===== src/rtl/qmem_pkg.sv =====
// Shared definitions for the QMEM width bridges: FSM states, the half-word
// lane bit and the 16-to-32 byte-lane steering helper.
package qmem_pkg;

   typedef enum logic [1:0] {
      ST_IDLE = 2'd0,
      ST_WAIT = 2'd1,
      ST_ACK  = 2'd2
   } state_t;

   localparam int unsigned HW_LANE_BIT = 1;

   // Big-endian lanes: half-word 0 lives in the upper 16 bits of the word.
   function automatic logic [3:0] lane_sel(input logic i_hw, input logic [1:0] i_sel);
      return i_hw ? {2'b00, i_sel} : {i_sel, 2'b00};
   endfunction

endpackage


===== src/rtl/qmem_rdbuf.sv =====
// One-word read buffer for qmem_bridge_up; only built when
// QMEM_BRIDGE_UP_RDBUF_EN is defined.
`ifdef QMEM_BRIDGE_UP_RDBUF_EN
module qmem_rdbuf #(
   parameter int unsigned WAW = 20
) (
   input  logic           clk,
   input  logic           rst,
   input  logic [WAW-1:0] i_lookup_adr,
   input  logic           i_wr,
   input  logic           i_fill,
   input  logic [WAW-1:0] i_fill_adr,
   input  logic [31:0]    i_fill_data,
   input  logic           i_inval,
   output logic           o_hit,
   output logic [31:0]    o_data
);

   logic           r_valid;
   logic [WAW-1:0] r_adr;
   logic [31:0]    r_data;
   logic           w_match;

   assign w_match = r_valid && (r_adr == i_lookup_adr);
   assign o_hit   = w_match;
   assign o_data  = r_data;

   always_ff @(posedge clk or posedge rst) begin
      // NOTE: the data word is reset too; it is one register, not a RAM, so clearing it is free.
      if (rst) begin
         r_valid <= 1'b0;
         r_adr   <= '0;
         r_data  <= '0;
      end else if (i_inval || (i_wr && w_match)) begin
         r_valid <= 1'b0;
      end else if (i_fill) begin
         r_valid <= 1'b1;
         r_adr   <= i_fill_adr;
         r_data  <= i_fill_data;
      end
   end

endmodule
`endif


===== src/rtl/qmem_bridge_up.sv =====
// 16-bit QMEM master to 32-bit QMEM slave bridge, one slave access per request.
// Define QMEM_BRIDGE_UP_RDBUF_EN to add a one-word read buffer (qmem_rdbuf).
module qmem_bridge_up #(
   parameter int unsigned AW = 22
) (
   input  logic          clk,
   input  logic          rst,
   input  logic [AW-1:0] m_adr,
   input  logic          m_cs,
   input  logic          m_we,
   input  logic [1:0]    m_sel,
   input  logic [15:0]   m_dat_w,
   output logic [15:0]   m_dat_r,
   output logic          m_ack,
   output logic          m_err,
   output logic [AW-1:0] s_adr,
   output logic          s_cs,
   output logic          s_we,
   output logic [3:0]    s_sel,
   output logic [31:0]   s_dat_w,
   input  logic [31:0]   s_dat_r,
   input  logic          s_ack,
   input  logic          s_err
);

   import qmem_pkg::*;

   state_t        r_state,   w_state_nxt;
   logic [AW-1:0] r_s_adr,   w_s_adr_nxt;
   logic          r_s_cs,    w_s_cs_nxt;
   logic          r_s_we,    w_s_we_nxt;
   logic [3:0]    r_s_sel,   w_s_sel_nxt;
   logic [31:0]   r_s_dat_w, w_s_dat_w_nxt;
   logic [15:0]   r_m_dat_r, w_m_dat_r_nxt;
   logic          r_m_err,   w_m_err_nxt;
   logic          r_hw,      w_hw_nxt;

   logic          w_buf_hit;
   logic [31:0]   w_buf_data;
   logic [15:0]   w_buf_half;
   logic          w_unused;

   assign w_unused = m_adr[0];

`ifdef QMEM_BRIDGE_UP_RDBUF_EN
   localparam bit RDBUF_EN = 1'b1;

   logic w_buf_wr;
   logic w_buf_fill;
   logic w_buf_inval;

   assign w_buf_wr    = (r_state == ST_IDLE) && m_cs && m_we;
   assign w_buf_fill  = (r_state == ST_WAIT) && s_ack && !s_err && !r_s_we;
   assign w_buf_inval = (r_state == ST_WAIT) && s_err;

   qmem_rdbuf #(
      .WAW (AW-2)
   ) u_rdbuf (
      .clk          (clk),
      .rst          (rst),
      .i_lookup_adr (m_adr[AW-1:2]),
      .i_wr         (w_buf_wr),
      .i_fill       (w_buf_fill),
      .i_fill_adr   (r_s_adr[AW-1:2]),
      .i_fill_data  (s_dat_r),
      .i_inval      (w_buf_inval),
      .o_hit        (w_buf_hit),
      .o_data       (w_buf_data)
   );
`else
   localparam bit RDBUF_EN = 1'b0;

   assign w_buf_hit  = 1'b0;
   assign w_buf_data = '0;
`endif

   assign w_buf_half = m_adr[HW_LANE_BIT] ? w_buf_data[15:0] : w_buf_data[31:16];

   always_comb begin
      // NOTE: every next-value defaults to its register so no path infers a latch.
      w_state_nxt   = r_state;
      w_s_adr_nxt   = r_s_adr;
      w_s_cs_nxt    = r_s_cs;
      w_s_we_nxt    = r_s_we;
      w_s_sel_nxt   = r_s_sel;
      w_s_dat_w_nxt = r_s_dat_w;
      w_m_dat_r_nxt = r_m_dat_r;
      w_m_err_nxt   = r_m_err;
      w_hw_nxt      = r_hw;

      unique case (r_state)
         ST_IDLE: begin
            if (m_cs) begin
               if (!m_we && w_buf_hit) begin
                  w_m_dat_r_nxt = w_buf_half;
                  w_m_err_nxt   = 1'b0;
                  w_state_nxt   = ST_ACK;
               end else begin
                  w_s_adr_nxt   = {m_adr[AW-1:2], 2'b00};
                  w_s_we_nxt    = m_we;
                  w_s_sel_nxt   = (RDBUF_EN && !m_we) ? 4'hF
                                                      : lane_sel(m_adr[HW_LANE_BIT], m_sel);
                  w_s_dat_w_nxt = {m_dat_w, m_dat_w};
                  w_hw_nxt      = m_adr[HW_LANE_BIT];
                  w_s_cs_nxt    = 1'b1;
                  w_state_nxt   = ST_WAIT;
               end
            end
         end
         ST_WAIT: begin
            if (s_ack || s_err) begin
               w_s_cs_nxt    = 1'b0;
               w_m_err_nxt   = s_err;
               w_m_dat_r_nxt = s_err ? 16'h0000 : (r_hw ? s_dat_r[15:0] : s_dat_r[31:16]);
               w_state_nxt   = ST_ACK;
            end
         end
         ST_ACK:  w_state_nxt = ST_IDLE;
         default: w_state_nxt = ST_IDLE;
      endcase
   end

   always_ff @(posedge clk or posedge rst) begin
      // NOTE: non-blocking assignments so each register samples pre-edge values.
      if (rst) begin
         r_state   <= ST_IDLE;
         r_s_adr   <= '0;
         r_s_cs    <= 1'b0;
         r_s_we    <= 1'b0;
         r_s_sel   <= '0;
         r_s_dat_w <= '0;
         r_m_dat_r <= '0;
         r_m_err   <= 1'b0;
         r_hw      <= 1'b0;
      end else begin
         r_state   <= w_state_nxt;
         r_s_adr   <= w_s_adr_nxt;
         r_s_cs    <= w_s_cs_nxt;
         r_s_we    <= w_s_we_nxt;
         r_s_sel   <= w_s_sel_nxt;
         r_s_dat_w <= w_s_dat_w_nxt;
         r_m_dat_r <= w_m_dat_r_nxt;
         r_m_err   <= w_m_err_nxt;
         r_hw      <= w_hw_nxt;
      end
   end

   assign m_ack   = (r_state == ST_ACK);
   assign m_err   = m_ack && r_m_err;
   assign m_dat_r = r_m_dat_r;
   assign s_adr   = r_s_adr;
   assign s_cs    = r_s_cs;
   assign s_we    = r_s_we;
   assign s_sel   = r_s_sel;
   assign s_dat_w = r_s_dat_w;

endmodule


===== config.mk =====
export PLATFORM = sky130hd
export DESIGN_NAME = qmem_bridge_up
export DESIGN_NICKNAME = d
export VERILOG_FILES = /design/src/rtl/qmem_pkg.sv /design/src/rtl/qmem_rdbuf.sv /design/src/rtl/qmem_bridge_up.sv
export SDC_FILE = /design/constraint.sdc
export NUM_CORES = 1
export LEC_CHECK = 0
export CORE_AREA = 4 4 123 66
export CTS_CLUSTER_DIAMETER = 200
export DETAILED_ROUTE_END_ITERATION = 7
export DIE_AREA = 0 0 127 70
export PLACE_DENSITY = 0.77
export SETUP_SLACK_MARGIN = 0.4
export SYNTH_ARGS = -nofsm -noshare
export SYNTH_HDL_FRONTEND = slang
export SYNTH_HIERARCHICAL = 1
export SYNTH_SLANG_ARGS = --single-unit

===== constraint.sdc =====
create_clock -name clk -period 2.2 [get_ports clk]
set_clock_uncertainty 0.05 [all_clocks]
set_input_delay 0.33 -clock clk [delete_from_list [all_inputs] [get_ports clk]]
set_output_delay 0.33 -clock clk [all_outputs]
set_load 0.03 [all_outputs]

==> flow_summary.json, run 1 <==
{
  "placementRows": 22,
  "grt_start_max_net_pins": 35,
  "grt.overflow.total": 0,
  "async_flop_share_pct": 100,
  "r2r_cells": 3,
  "drv_cap": 0,
  "fin_cells": 429,
  "cts_buffers": 9,
  "irDropWorstVdd_uv": 734,
  "nFillCells": 545,
  "dieArea_um2": 8890,
  "synth_top_area_share_pct": 58.7,
  "fin_nets": 407,
  "start_util_pct": 37.2,
  "wl_um": 6800,
  "synth.area.top_cells": "dfrtp_1 59%, mux2_1 12%, mux2i_1 6.4%, buf_4 6.2%, o2bb2ai_1 5.3%",
  "final.setup.worst_slack_ns": 0.445,
  "critPathMaxFanout": 3,
  "path_cells": "clkdlybuf4s50_1",
  "antenna_cells": 0,
  "slowest_stage": "clkdlybuf4s50_1",
  "synth.avg_cell_area_um2": 14.2,
  "synth_common_cells": "62 x dfrtp_1, 28 x mux2_1, 22 x buf_4",
  "r2r-end": "s_adr[21]$_DFFE_PP0P_",
  "synth_most_common_cell": "dfrtp_1",
  "rsz0062_at_grt": "no",
  "start_kind": "flop",
  "tns_ns": 0,
  "path_buf_inv": 1,
  "cts_max_level": 3,
  "synthToLayoutAreaGrowth_pct": 68.5,
  "finalCritPeriodShare_pct": 79.8,
  "vias_per_cell": 4.65,
  "clkSinkCount": 62,
  "final_antenna_net_count": 0,
  "die_x_um": 127,
  "netlist_area_um2": 2640,
  "r2r-start": "r_state[1]$_DFFE_PP0P_",
  "firstDrtPassIters": 4,
  "synth_cell_types": 23,
  "worstMarginPinSlew_ns": 0.503,
  "synth-seq-cells": 62,
  "clk_path_buf_depth": 2,
  "critPathKind": "reg -> out",
  "io_pins": 156,
  "hold_viol": 0,
  "r2r_setup_slack_ns": 0.68,
  "track_usage_pct": 16.0,
  "max_stage_delay_ns": 0.68,
  "grt_pass1_vias": 2136,
  "setup_viol": 0,
  "grt_pass1_wl_um": 10900,
  "yosysSeqAreaShare_pct": 58.7,
  "clk_pin_slew_ns": 0.05,
  "place_congestion": 0.774,
  "period_needed_ns": 1.76,
  "cts_tree": "yes",
  "routedWlPerCell_um": 15.8,
  "clock_latency_ns": 0.32,
  "dp_slack_ns": 0.278,
  "yosysTopAreaCell": "dfrtp_1",
  "cellPowerDensity_nw_per_um2": 1190,
  "synth_flop_cell": "dfrtp_1",
  "drtIter0Drc": 47,
  "route.vias.total": 1994,
  "synth_edf_count": 0,
  "slew_headroom_pct": 66.5,
  "p_total_uw": 5320,
  "holdCritPathClass": "in -> async",
  "root_buffer": "clkbuf_16",
  "critPathArrivalTime_ns": 1.38,
  "path_delay_family": "buffers and inverters",
  "die_h_um": 70,
  "synthCells": 186,
  "slew_viol_final": 0,
  "leakagePower_uw": 0.00203,
  "fmax_mhz": 570,
  "coreArea_um2": 7100,
  "post-place-cells": 414,
  "critPathCaptureType": "output port",
  "remaining_drc_errors": 0,
  "hold_buffers": 0,
  "status": "completed",
  "antenna_found_initial": 0,
  "io_buffers": 152,
  "dpl.hpwl_um": 5140,
  "ys_warn_count": 6,
  "cts_setup_buffers": 0,
  "cp_data_required_time_ns": 1.82,
  "drive_gt1_share_pct": 9.91
}
[area by class of cell]
class                      instances  area, um2  area share [%]
clock buffer                      14        264            5.93
tap                               96        120            2.70
clock inverter                     1       5.00           0.112
sequential                        62       1550            34.8
inverter                           6       26.3           0.590
timing repair buffer             158       1610            36.2
multi-input combinational         92        877            19.7
[state kept, by name, indices dropped and copies added (netlist names)]
signal	count
s_dat_w	16
s_we	1
s_cs	1
s_sel	4
m_dat_r	16
r_state	2
s_adr	20
r_m_err	1
r_hw	1
[through the flow]
stage          utilization, %  hold WS, ns  cell area, um2
2_1_floorplan               -        0.399            2650
3_3_place_gp             58.5        0.418            4150
3_5_place_dp             58.5        0.423            4150
4_1_cts                  62.2        0.408            4420
5_1_grt                  62.7        0.448            4460
6_report                 62.7        0.408            4460
[how the worst max path moves through the flow]
stage | from | endpoint | slack (ns) | cells past startpoint
6_report | s_dat_w[27]$_DFFE_PP0P_ | s_dat_w[27] | 0.44 | 1
3_5_place_dp | m_cs | s_dat_w[15]$_DFFE_PP0P_ | 0.28 | 4
4_1_cts | r_state[1]$_DFFE_PP0P_ | m_err | 0.32 | 3
5_1_grt | s_dat_w[27]$_DFFE_PP0P_ | s_dat_w[27] | 0.38 | 1
2_1_floorplan | r_state[0]$_DFFE_PP0P_ | m_err | 0.56 | 2
3_3_place_gp | m_cs | s_dat_w[16]$_DFFE_PP0P_ | 0.33 | 4
[cell families after synthesis]
logic type             synth area share [%]
DFF                                    58.7
AOI/OAI and AO/OA                      7.00
muxes                                  22.6
other                                 0.142
buffers and inverters                  8.52
and+or+nand+nor                        3.03
[cell usage in the layout (no fill, tap or decap), types with 2 or more instances in the layout]
| cell | synthesis | final |
|---|---|---|
| buf_4 | 22 | 5 |
| clkbuf_1 | 0 | 3 |
| clkbuf_16 | 0 | 9 |
| clkbuf_8 | 0 | 2 |
| clkdlybuf4s50_1 | 0 | 135 |
| conb_1 | 1 | 2 |
| dfrtp_1 | 62 | 62 |
| dlymetal6s2s_1 | 0 | 15 |
| inv_1 | 6 | 5 |
| mux2_1 | 28 | 28 |
| mux2_2 | 10 | 10 |
| mux2i_1 | 17 | 17 |
| nand3_1 | 2 | 2 |
| nand3b_1 | 2 | 2 |
| nor2_1 | 2 | 2 |
| o21ai_1 | 4 | 4 |
| o2bb2ai_1 | 16 | 16 |
[where the power goes]
part / switching, uW / total (uW) / internal, uW / leakage (uW)
Sequential: 225 / 1700 / 1470 / 0.000758
Clock: 446 / 1260 / 815 / 0.000133
Combinational: 1280 / 2360 / 1080 / 0.00114
[what timing repair did]
item / 4_1_cts / 5_1_grt
gates resized for setup: 2 / 18
hold endpoints to repair: 0 / 0
endpoints found under the setup margin: 2 / 18
[per-layer routing]
layer  track usage (%)  vias up  part of all wire (%)
met3              9.32        6                    12
met1              19.1      957                    42
li1                  -      925                     -
met4              6.06        0                   1.2
met2              23.8      106                    45
met5                 0        -                     0
Power figures use the tool's default switching activity.
==> inputs of run 2 (changes only) <==
Clock period 2.2 ns to 1.7 ns, I/O delays scaled along.
==> run 2 against run 1 <==
Sequential share of layout area up 0.82 points. Final cell count up 3.0%. Sequential power up 26%. Sequential cell count unchanged. Critical path depth up 4. Power up 30%. Die area unchanged. Critical path type is now reg -> reg. Design area down 2.3%. Combinational power up 21%.
==> flow_summary.json, run 2 (synthesized netlist as in run 1, its figures left out) <==
{
  "clkSinkCount": 62,
  "slowest_stage": "dfrtp_1",
  "crit_path_frequent_cell": "buf_6",
  "critPathArrivalTime_ns": 1.71,
  "setup_viol": 0,
  "dieArea_um2": 8890,
  "path_delay_family": "buffers and inverters",
  "critPathKind": "reg -> reg",
  "grt_start_max_net_pins": 57,
  "final_common_cell": "clkdlybuf4s50_1",
  "cts_max_level": 3,
  "dpl.hpwl_um": 5200,
  "cp_data_required_time_ns": 1.85,
  "cts_buffers": 9,
  "grt_pass1_wl_um": 11600,
  "status": "completed",
  "dpl_cell_area_um2": 4210,
  "r2r-start": "r_state[0]$_DFFE_PP0P_",
  "die_x_um": 127,
  "drive_gt1_share_pct": 37.6,
  "place_congestion": 0.742,
  "critPathCaptureType": "flop",
  "slew_viol_final": 0,
  "drv_cap": 0,
  "routedWlPerCell_um": 17.2,
  "grt.overflow.total": 0,
  "path_buf_inv": 3,
  "irDropWorstVdd_uv": 783,
  "placementRows": 22,
  "final_cell_mix": "76 x clkdlybuf4s50_1, 74 x buf_2, 62 x dfrtp_1",
  "finalCritPeriodShare_pct": 91.8,
  "io_buffers": 152,
  "max_stage_delay_ns": 0.40,
  "firstDrtPassIters": 4,
  "r2r-end": "s_dat_w[16]$_DFFE_PP0P_",
  "die_h_um": 70,
  "final_antenna_net_count": 0,
  "synthToLayoutAreaGrowth_pct": 64.6,
  "io_pins": 156,
  "route.vias.total": 2065,
  "cts_tree": "yes",
  "root_buffer": "clkbuf_16",
  "finalInstanceArea_um2": 4350,
  "wl_um": 7600,
  "coreArea_um2": 7100,
  "critPathMaxFanout": 10,
  "track_usage_pct": 16.8,
  "leakagePower_uw": 0.00206,
  "clk_pin_slew_ns": 0.05,
  "vias_per_cell": 4.67,
  "p_total_uw": 6930,
  "start_kind": "flop",
  "antenna_cells": 0,
  "fin_nets": 419,
  "clk_path_buf_depth": 2,
  "cellPowerDensity_nw_per_um2": 1590,
  "start_util_pct": 37.2,
  "fmax_mhz": 641,
  "rsz0062_at_grt": "yes",
  "grt_pass1_vias": 2261,
  "remaining_drc_errors": 0,
  "period_needed_ns": 1.56,
  "r2r_cells": 5,
  "clock_latency_ns": 0.32,
  "drtIter0Drc": 47,
  "largest_register_ffs": 20,
  "r2r_setup_slack_ns": 0.14,
  "antenna_found_initial": 0,
  "hold_viol": 0,
  "path_cells": "buf_6 > nor3b_4 > buf_6 > clkbuf_16 > mux2_2",
  "holdCritPathClass": "in -> async"
}
[run 2: worst reg2reg max path, delay by kind of cell, from the launching register on]
| family | cells | cell delay (ns) |
|---|---|---|
| and+or+nand+nor | 1 | 0.19 |
| buffers and inverters | 3 | 0.47 |
| muxes | 1 | 0.33 |
| DFF | 1 | 0.40 |
[run 2: routing by layer]
metal	vias to the layer above	part of all wire, %	global-route usage, %	routed length (um)
met5	-	0	0	0
met4	0	0.82	5.35	62
met3	6	11	8.71	835
met2	108	44	25.6	3330
met1	998	44	20.8	3370
li1	953	-	-	-
[run 2: repair_timing]
item | CTS | global route
endpoints found under the setup margin | 135 | 79
setup buffers | 3 | 0
gates resized for setup | 355 | 53
hold buffers | 0 | 0
gates cloned | 1 | 4
[run 2: area by class of cell]
class,instances,area (um2)
repair buffers,170,1410
inverters,6,26.3
well taps,96,120
multi-input cells,92,931
clock inverters,4,70.1
clock buffers,12,246
fillers,599,2750
flip-flops and latches,62,1550
[run 2: through the flow]
stage / cells / util, % / setup TNS, ns / hold WS (ns) / setup WS [ns]
after CTS: 438 / 60.9 / 0 / 0.132 / 0.127
final: 442 / 61.3 / 0 / 0.142 / 0.139
after floorplan: 187 / - / 0 / 0.324 / 0.293
after detailed placement: 418 / 59.3 / -2.59 / 0.428 / -0.0943
after global routing: 442 / 61.3 / 0 / 0.147 / 0.0792
after global placement: 418 / 59.3 / -1.94 / 0.418 / -0.0596
[run 2: worst max-delay path by stage]
stage	from	end	slack [ns]	depth (start not counted)
6_report	r_state[0]$_DFFE_PP0P_	s_dat_w[16]$_DFFE_PP0P_	0.14	5
2_1_floorplan	r_state[0]$_DFFE_PP0P_	s_adr[10]$_DFFE_PP0P_	0.29	4
3_5_place_dp	m_cs	s_dat_w[19]$_DFFE_PP0P_	-0.09	4
5_1_grt	r_state[1]$_DFFE_PP0P_	s_adr[7]$_DFFE_PP0P_	0.08	5
3_3_place_gp	m_cs	r_hw$_DFFE_PP0P_	-0.06	4
4_1_cts	r_state[0]$_DFFE_PP0P_	s_dat_w[17]$_DFFE_PP0P_	0.13	5
[run 2: power by group]
group | internal, uW | switching (uW) | leakage, uW
registers | 1910 | 246 | 0.000758
logic | 1090 | 1760 | 0.00115
clock network | 1320 | 601 | 0.000157
total | 4320 | 2610 | 0.00206
